===== src/rtl/timer_input_conditioner.sv =====
// Input front end for the countdown timer: key sync/debounce,
// switch sync, gated 1 Hz tick and free-running flash square wave.
module timer_input_conditioner #(
  parameter int DEBOUNCE_CYCLES = 500000,
  parameter int TICK_DIV        = 50000000,
  parameter int FLASH_HALF      = 12500000
) (
  input  logic       CLOCK_50,
  input  logic       reset_btn,
  input  logic [2:0] key_n,
  input  logic [7:0] sw,
  input  logic       tick_en,
  input  logic       tick_clr,
  output logic [2:0] key_press,
  output logic [2:0] key_level,
  output logic [7:0] sw_sync,
  output logic       tick_1hz,
  output logic       flash
);

  localparam int DW = $clog2(DEBOUNCE_CYCLES + 1);
  localparam int TW = $clog2(TICK_DIV);
  localparam int FW = $clog2(FLASH_HALF + 1);

  localparam logic [DW-1:0] DB_ONE  = DW'(1);
  localparam logic [DW-1:0] DB_LAST = DW'(DEBOUNCE_CYCLES);
  localparam logic [TW-1:0] TK_ONE  = TW'(1);
  localparam logic [TW-1:0] TK_LAST = TW'(TICK_DIV - 1);
  localparam logic [FW-1:0] FL_ONE  = FW'(1);
  localparam logic [FW-1:0] FL_LAST = FW'(FLASH_HALF - 1);

  localparam logic [1:0] ST_RELEASED     = 2'd0;
  localparam logic [1:0] ST_PRESS_WAIT   = 2'd1;
  localparam logic [1:0] ST_PRESSED      = 2'd2;
  localparam logic [1:0] ST_RELEASE_WAIT = 2'd3;

  logic [2:0]    key_meta_q;
  logic [2:0]    key_sync_q;
  logic [7:0]    sw_meta_q;
  logic [7:0]    sw_sync_q;

  logic [1:0]    st_q  [3];
  logic [1:0]    st_d  [3];
  logic [DW-1:0] cnt_q [3];
  logic [DW-1:0] cnt_d [3];
  logic [2:0]    press_q;
  logic [2:0]    press_d;
  logic [2:0]    level_q;
  logic [2:0]    level_d;

  logic [TW-1:0] tick_cnt_q;
  logic [TW-1:0] tick_cnt_d;
  logic          tick_q;
  logic          tick_d;

  logic [FW-1:0] fl_cnt_q;
  logic [FW-1:0] fl_cnt_d;
  logic          flash_q;
  logic          flash_d;

  // Key sync flops park at 1 so reset looks like "all released".
  always_ff @(posedge CLOCK_50 or negedge reset_btn) begin
    if (!reset_btn) begin
      key_meta_q <= 3'b111;
      key_sync_q <= 3'b111;
      sw_meta_q  <= '0;
      sw_sync_q  <= '0;
    end else begin
      key_meta_q <= key_n;
      key_sync_q <= key_meta_q;
      sw_meta_q  <= sw;
      sw_sync_q  <= sw_meta_q;
    end
  end

  always_comb begin
    press_d = '0;
    level_d = level_q;
    for (int i = 0; i < 3; i++) begin
      st_d[i]  = st_q[i];
      cnt_d[i] = cnt_q[i];
      unique case (st_q[i])
        ST_RELEASED: begin
          cnt_d[i] = '0;
          if (!key_sync_q[i]) begin
            st_d[i]  = ST_PRESS_WAIT;
            cnt_d[i] = DB_ONE;
          end
        end
        ST_PRESS_WAIT: begin
          if (key_sync_q[i]) begin
            st_d[i]  = ST_RELEASED;
            cnt_d[i] = '0;
          end else if (cnt_q[i] == DB_LAST) begin
            st_d[i]    = ST_PRESSED;
            cnt_d[i]   = '0;
            press_d[i] = 1'b1;
            level_d[i] = 1'b1;
          end else begin
            cnt_d[i] = cnt_q[i] + DB_ONE;
          end
        end
        ST_PRESSED: begin
          level_d[i] = 1'b1;
          cnt_d[i]   = '0;
          if (key_sync_q[i]) begin
            st_d[i]  = ST_RELEASE_WAIT;
            cnt_d[i] = DB_ONE;
          end
        end
        ST_RELEASE_WAIT: begin
          if (!key_sync_q[i]) begin
            st_d[i]  = ST_PRESSED;
            cnt_d[i] = '0;
          end else if (cnt_q[i] == DB_LAST) begin
            st_d[i]    = ST_RELEASED;
            cnt_d[i]   = '0;
            level_d[i] = 1'b0;
          end else begin
            cnt_d[i] = cnt_q[i] + DB_ONE;
          end
        end
        default: begin
          st_d[i]    = ST_RELEASED;
          cnt_d[i]   = '0;
          level_d[i] = 1'b0;
        end
      endcase
    end
  end

  always_ff @(posedge CLOCK_50 or negedge reset_btn) begin
    if (!reset_btn) begin
      for (int i = 0; i < 3; i++) begin
        st_q[i]  <= ST_RELEASED;
        cnt_q[i] <= '0;
      end
      press_q <= '0;
      level_q <= '0;
    end else begin
      for (int i = 0; i < 3; i++) begin
        st_q[i]  <= st_d[i];
        cnt_q[i] <= cnt_d[i];
      end
      press_q <= press_d;
      level_q <= level_d;
    end
  end

  // Clear beats enable; a disabled divider freezes its phase.
  always_comb begin
    tick_cnt_d = tick_cnt_q;
    tick_d     = 1'b0;
    if (tick_clr) begin
      tick_cnt_d = '0;
    end else if (tick_en) begin
      if (tick_cnt_q == TK_LAST) begin
        tick_cnt_d = '0;
        tick_d     = 1'b1;
      end else begin
        tick_cnt_d = tick_cnt_q + TK_ONE;
      end
    end
  end

  always_comb begin
    fl_cnt_d = fl_cnt_q + FL_ONE;
    flash_d  = flash_q;
    if (fl_cnt_q == FL_LAST) begin
      fl_cnt_d = '0;
      flash_d  = ~flash_q;
    end
  end

  always_ff @(posedge CLOCK_50 or negedge reset_btn) begin
    if (!reset_btn) begin
      tick_cnt_q <= '0;
      tick_q     <= 1'b0;
      fl_cnt_q   <= '0;
      flash_q    <= 1'b0;
    end else begin
      tick_cnt_q <= tick_cnt_d;
      tick_q     <= tick_d;
      fl_cnt_q   <= fl_cnt_d;
      flash_q    <= flash_d;
    end
  end

  assign key_press = press_q;
  assign key_level = level_q;
  assign sw_sync   = sw_sync_q;
  assign tick_1hz  = tick_q;
  assign flash     = flash_q;

endmodule

===== config.mk =====
export PLATFORM = sky130hd
export DESIGN_NAME = timer_input_conditioner
export DESIGN_NICKNAME = d
export VERILOG_FILES = /design/src/rtl/timer_input_conditioner.sv
export SDC_FILE = /design/constraint.sdc
export NUM_CORES = 1
export LEC_CHECK = 0
export CAP_MARGIN = 20
export CORE_UTILIZATION = 35
export DETAILED_ROUTE_END_ITERATION = 6
export GPL_TIMING_DRIVEN = 0
export PLACE_DENSITY = 0.62
export SYNTH_ARGS = -nofsm -noshare
export SYNTH_HDL_FRONTEND = slang
export SYNTH_SLANG_ARGS = --single-unit

===== constraint.sdc =====
create_clock -name CLOCK_50 -period 1.9 [get_ports CLOCK_50]
set_input_delay 0.57 -clock CLOCK_50 [delete_from_list [all_inputs] [get_ports CLOCK_50]]
set_output_delay 0.57 -clock CLOCK_50 [all_outputs]
set_load 0.02 [all_outputs]

==> results.cfg <==
[global_route]
grt_pass1_vias = 5022
grt_usage_pct = 15.0
grt_remaining_overflow = 0
grt_pass1_wl_mm = 24.1
grt_max_degree = 83
antenna_found_initial = 0

[worst_setup_path]
ff2ff_setup_slack_ps = -4
r2r_cells = 5
cp_cell_sequence = or4b_4 -> or3_4 -> o21ai_4 -> buf_6 -> a21oi_1
cpPeakStageDelay_ps = 550
cpLargestDelayFamily = simple AND/OR/NAND/NOR gates
path_class = flop to flop
r2r_start = cnt_q[6]$_DFF_PN0_
cp.buffers_inverters = 1
critPathMaxFanout = 8
critPathLaunchType = flop
cp.required_ps = 2200
arrival_ps = 2210
r2r_end = cnt_q[13]$_DFF_PN0_
cp-end-kind = flop
cpMaxStageDelayCell = or4b_4

[die]
die_area_um2 = 20100
io_pins = 31
core_area_um2 = 18900
num_rows = 50
die_y_um = 142
die_w_um = 142
start_util_pct = 36.1

[timing]
min_period_ps = 1900
timing.final.hold_violations = 0
setup_ws_ps = -3.63
setup_violations = 1
drv_slew = 0
maxSlewHeadroom_pct = 62.1
fin_skew_ps = 8.92
grt_setup_unrepaired = true
timing.final.crit_share_pct = 100
max_clock_freq_mhz = 525
max_slew.worst_pin.slew_ps = 569

[outcome]
failed_checks = negative setup slack
status = finished with violations

[pwr]
report.power.total_mw = 6.88
p_leak_nw = 3.44
cellPowerDensity_nw_per_um2 = 802
peakVddDrop_mv = 0.613

[cts]
cts.sinks = 143
max-clock-path-buffers = 2
path_clk_slew_ps = 60
cts_buffers = 17
cts_tree = yes
ctsRootBufferMaster = clkbuf_16
htreeDepth = 4
clk_latency_ps = 430

[detailed_routing]
drtIter0Drc = 239
drc = 0
num_vias = 5229
routed_wl_mm = 14.2
routedWlPerCell_um = 13.9
dr.pass1.iters = 4
post_drt_via_cell_ratio = 5.14
final_antenna_net_count = 0

[yosys]
synth_area_um2 = 6830
syn_avg_cell_area_um2 = 10.1
synthArstFlopShare_pct = 100
ys_types = 57
ys_ff_latch = 143
synth_warnings = 0
synthCells = 674
syn_nets = 697
synth_edf_count = 0
ys_seq_area_share_pct = 52.5
synthFlopType = dfrtp_1

[run]
max-cap-violations = 0

[cells_and_area]
design_area_um2 = 8580
syn2layout_area_growth_pct = 25.6
fillers = 1807
final_nets = 767
drive_above_1_share_pct = 18.6
diodes = 0

[hold_path]
hp-class = input pin to async pin

[place]
placed_area_um2 = 7480
portBuffers = 29
gp_congestion = 0.768
hpwl_mm = 8.83
place_ws_ps = -786
cells in the final DEF, fill, tap and decap left out, drive strengths merged, types with 2 or more instances in the layout:
master and instances:
a21boi 2, nand4 34, clkbuf 28, nand2 30
nand3 47, bufinv 3, o21ai 28, dlygate4sd2 16
o41ai 2, or3 26, o41a 2, a21oi 39
xnor2 29, nor2b 4, nor2 68, and3 13
clkinv 4, dfrtp 137, and2 3, nand3b 5
or4 21, xor2 33, dfstp 6, buf 40
nor4 12, nor4b 5, o31ai 17, and4 13
mux2i 4, or4b 2, nor4bb 2, clkdlybuf4s50 11
nand2b 2, ha 8, nor3 14, inv 33
final cells by class:
type | instances | area (µm²) | area share (%)
plain buffers | 18 | 131 | 1.53
clock buffers | 21 | 480 | 5.60
multi-input cells | 477 | 3260 | 38.0
repair buffers | 57 | 517 | 6.02
flip-flops and latches | 143 | 3600 | 41.9
well taps | 260 | 325 | 3.79
clock inverters | 11 | 151 | 1.77
inverters | 30 | 113 | 1.31
worst max path at each step:
stage,from,end,slack (ps),cells after the start
6_report,cnt_q[6]$_DFF_PN0_,cnt_q[13]$_DFF_PN0_,-4,5
5_1_grt,cnt_q[6]$_DFF_PN0_,cnt_q[16]$_DFF_PN0_,-50,5
4_1_cts,fl_cnt_q[9]$_DFF_PN0_,fl_cnt_q[21]$_DFF_PN0_,-20,5
3_5_place_dp,tick_en,tick_cnt_q[5]$_DFFE_PN0P_,-790,7
3_3_place_gp,reset_btn,fl_cnt_q[0]$_DFF_PN0_,-5670,1
2_1_floorplan,cnt_q[26]$_DFF_PN0_,cnt_q[20]$_DFF_PN0_,-3,4
logic make-up (layout without fill, tap and decap cells):
family | after synthesis | after routing | synth area share, %
xor+xnor | 62 | 62 | 7.95
buf+inv | 54 | 137 | 3.41
fa+ha+maj | 8 | 8 | 1.47
compound gates | 99 | 99 | 9.03
simple gates | 304 | 304 | 25.0
flops | 143 | 143 | 52.5
mux | 4 | 4 | 0.586
where the power goes:
group          switching [mW]  internal [mW]
Sequential             0.0235           3.09
Clock                    1.30           2.22
Combinational           0.156         0.0907
layer usage:
layer	routed length, µm	global-route usage, %
met5	0	0
met2	6910	24.1
met3	344	4.05
met4	130	5.32
met1	6770	19.4
synth_stat cells (16+ instances only):
library cell | count | area share [%]
dfrtp_1 | 137 | 50
nor2_1 | 68 | 3.7
nand3_1 | 46 | 3.4
a21oi_1 | 39 | 2.9
xor2_1 | 33 | 4.2
nand4_1 | 32 | 2.9
inv_1 | 30 | 1.6
nand2_1 | 30 | 1.6
xnor2_1 | 29 | 3.7
or3_1 | 26 | 2.4
o21ai_0 | 25 | 1.8
or4_1 | 19 | 2.1
o31ai_1 | 16 | 1.8
stage by stage:
step / std cells / TNS [ps] / utilization, % / hold WS, ps
after floorplan: 674 / -2.72 / - / 274
after global placement: 963 / -819380 / 39.4 / 331
after detailed placement: 964 / -22750 / 39.6 / 335
after CTS: 1006 / -30.1 / 44.0 / 145
after global routing: 1017 / -747 / 45.4 / 176
final: 1017 / -3.63 / 45.4 / 133
worst register-to-register path, cell delays in order (launching register included):
cell and delay (ps):
dfrtp_2 440, or4b_4 550, or3_4 380, o21ai_4 190, buf_6 170, a21oi_1 50
repair_timing:
| action | CTS | global route |
|---|---|---|
| hold buffers | 0 | 0 |
| buffers inserted | 12 | 11 |
| setup endpoints to repair | 98 | 80 |
| cloned | 1 | 3 |
| pin swaps | 6 | 18 |
| gates resized for setup | 46 | 53 |
state kept, by name, indices dropped and copies added, names as in the netlist, 8 cells and up, named ones only:
signal      flops
fl_cnt_q       24
sw_meta_q       8
sw_sync         8
cnt_q          57
tick_cnt_q     26
No activity file was read; power rests on OpenSTA's default activity.
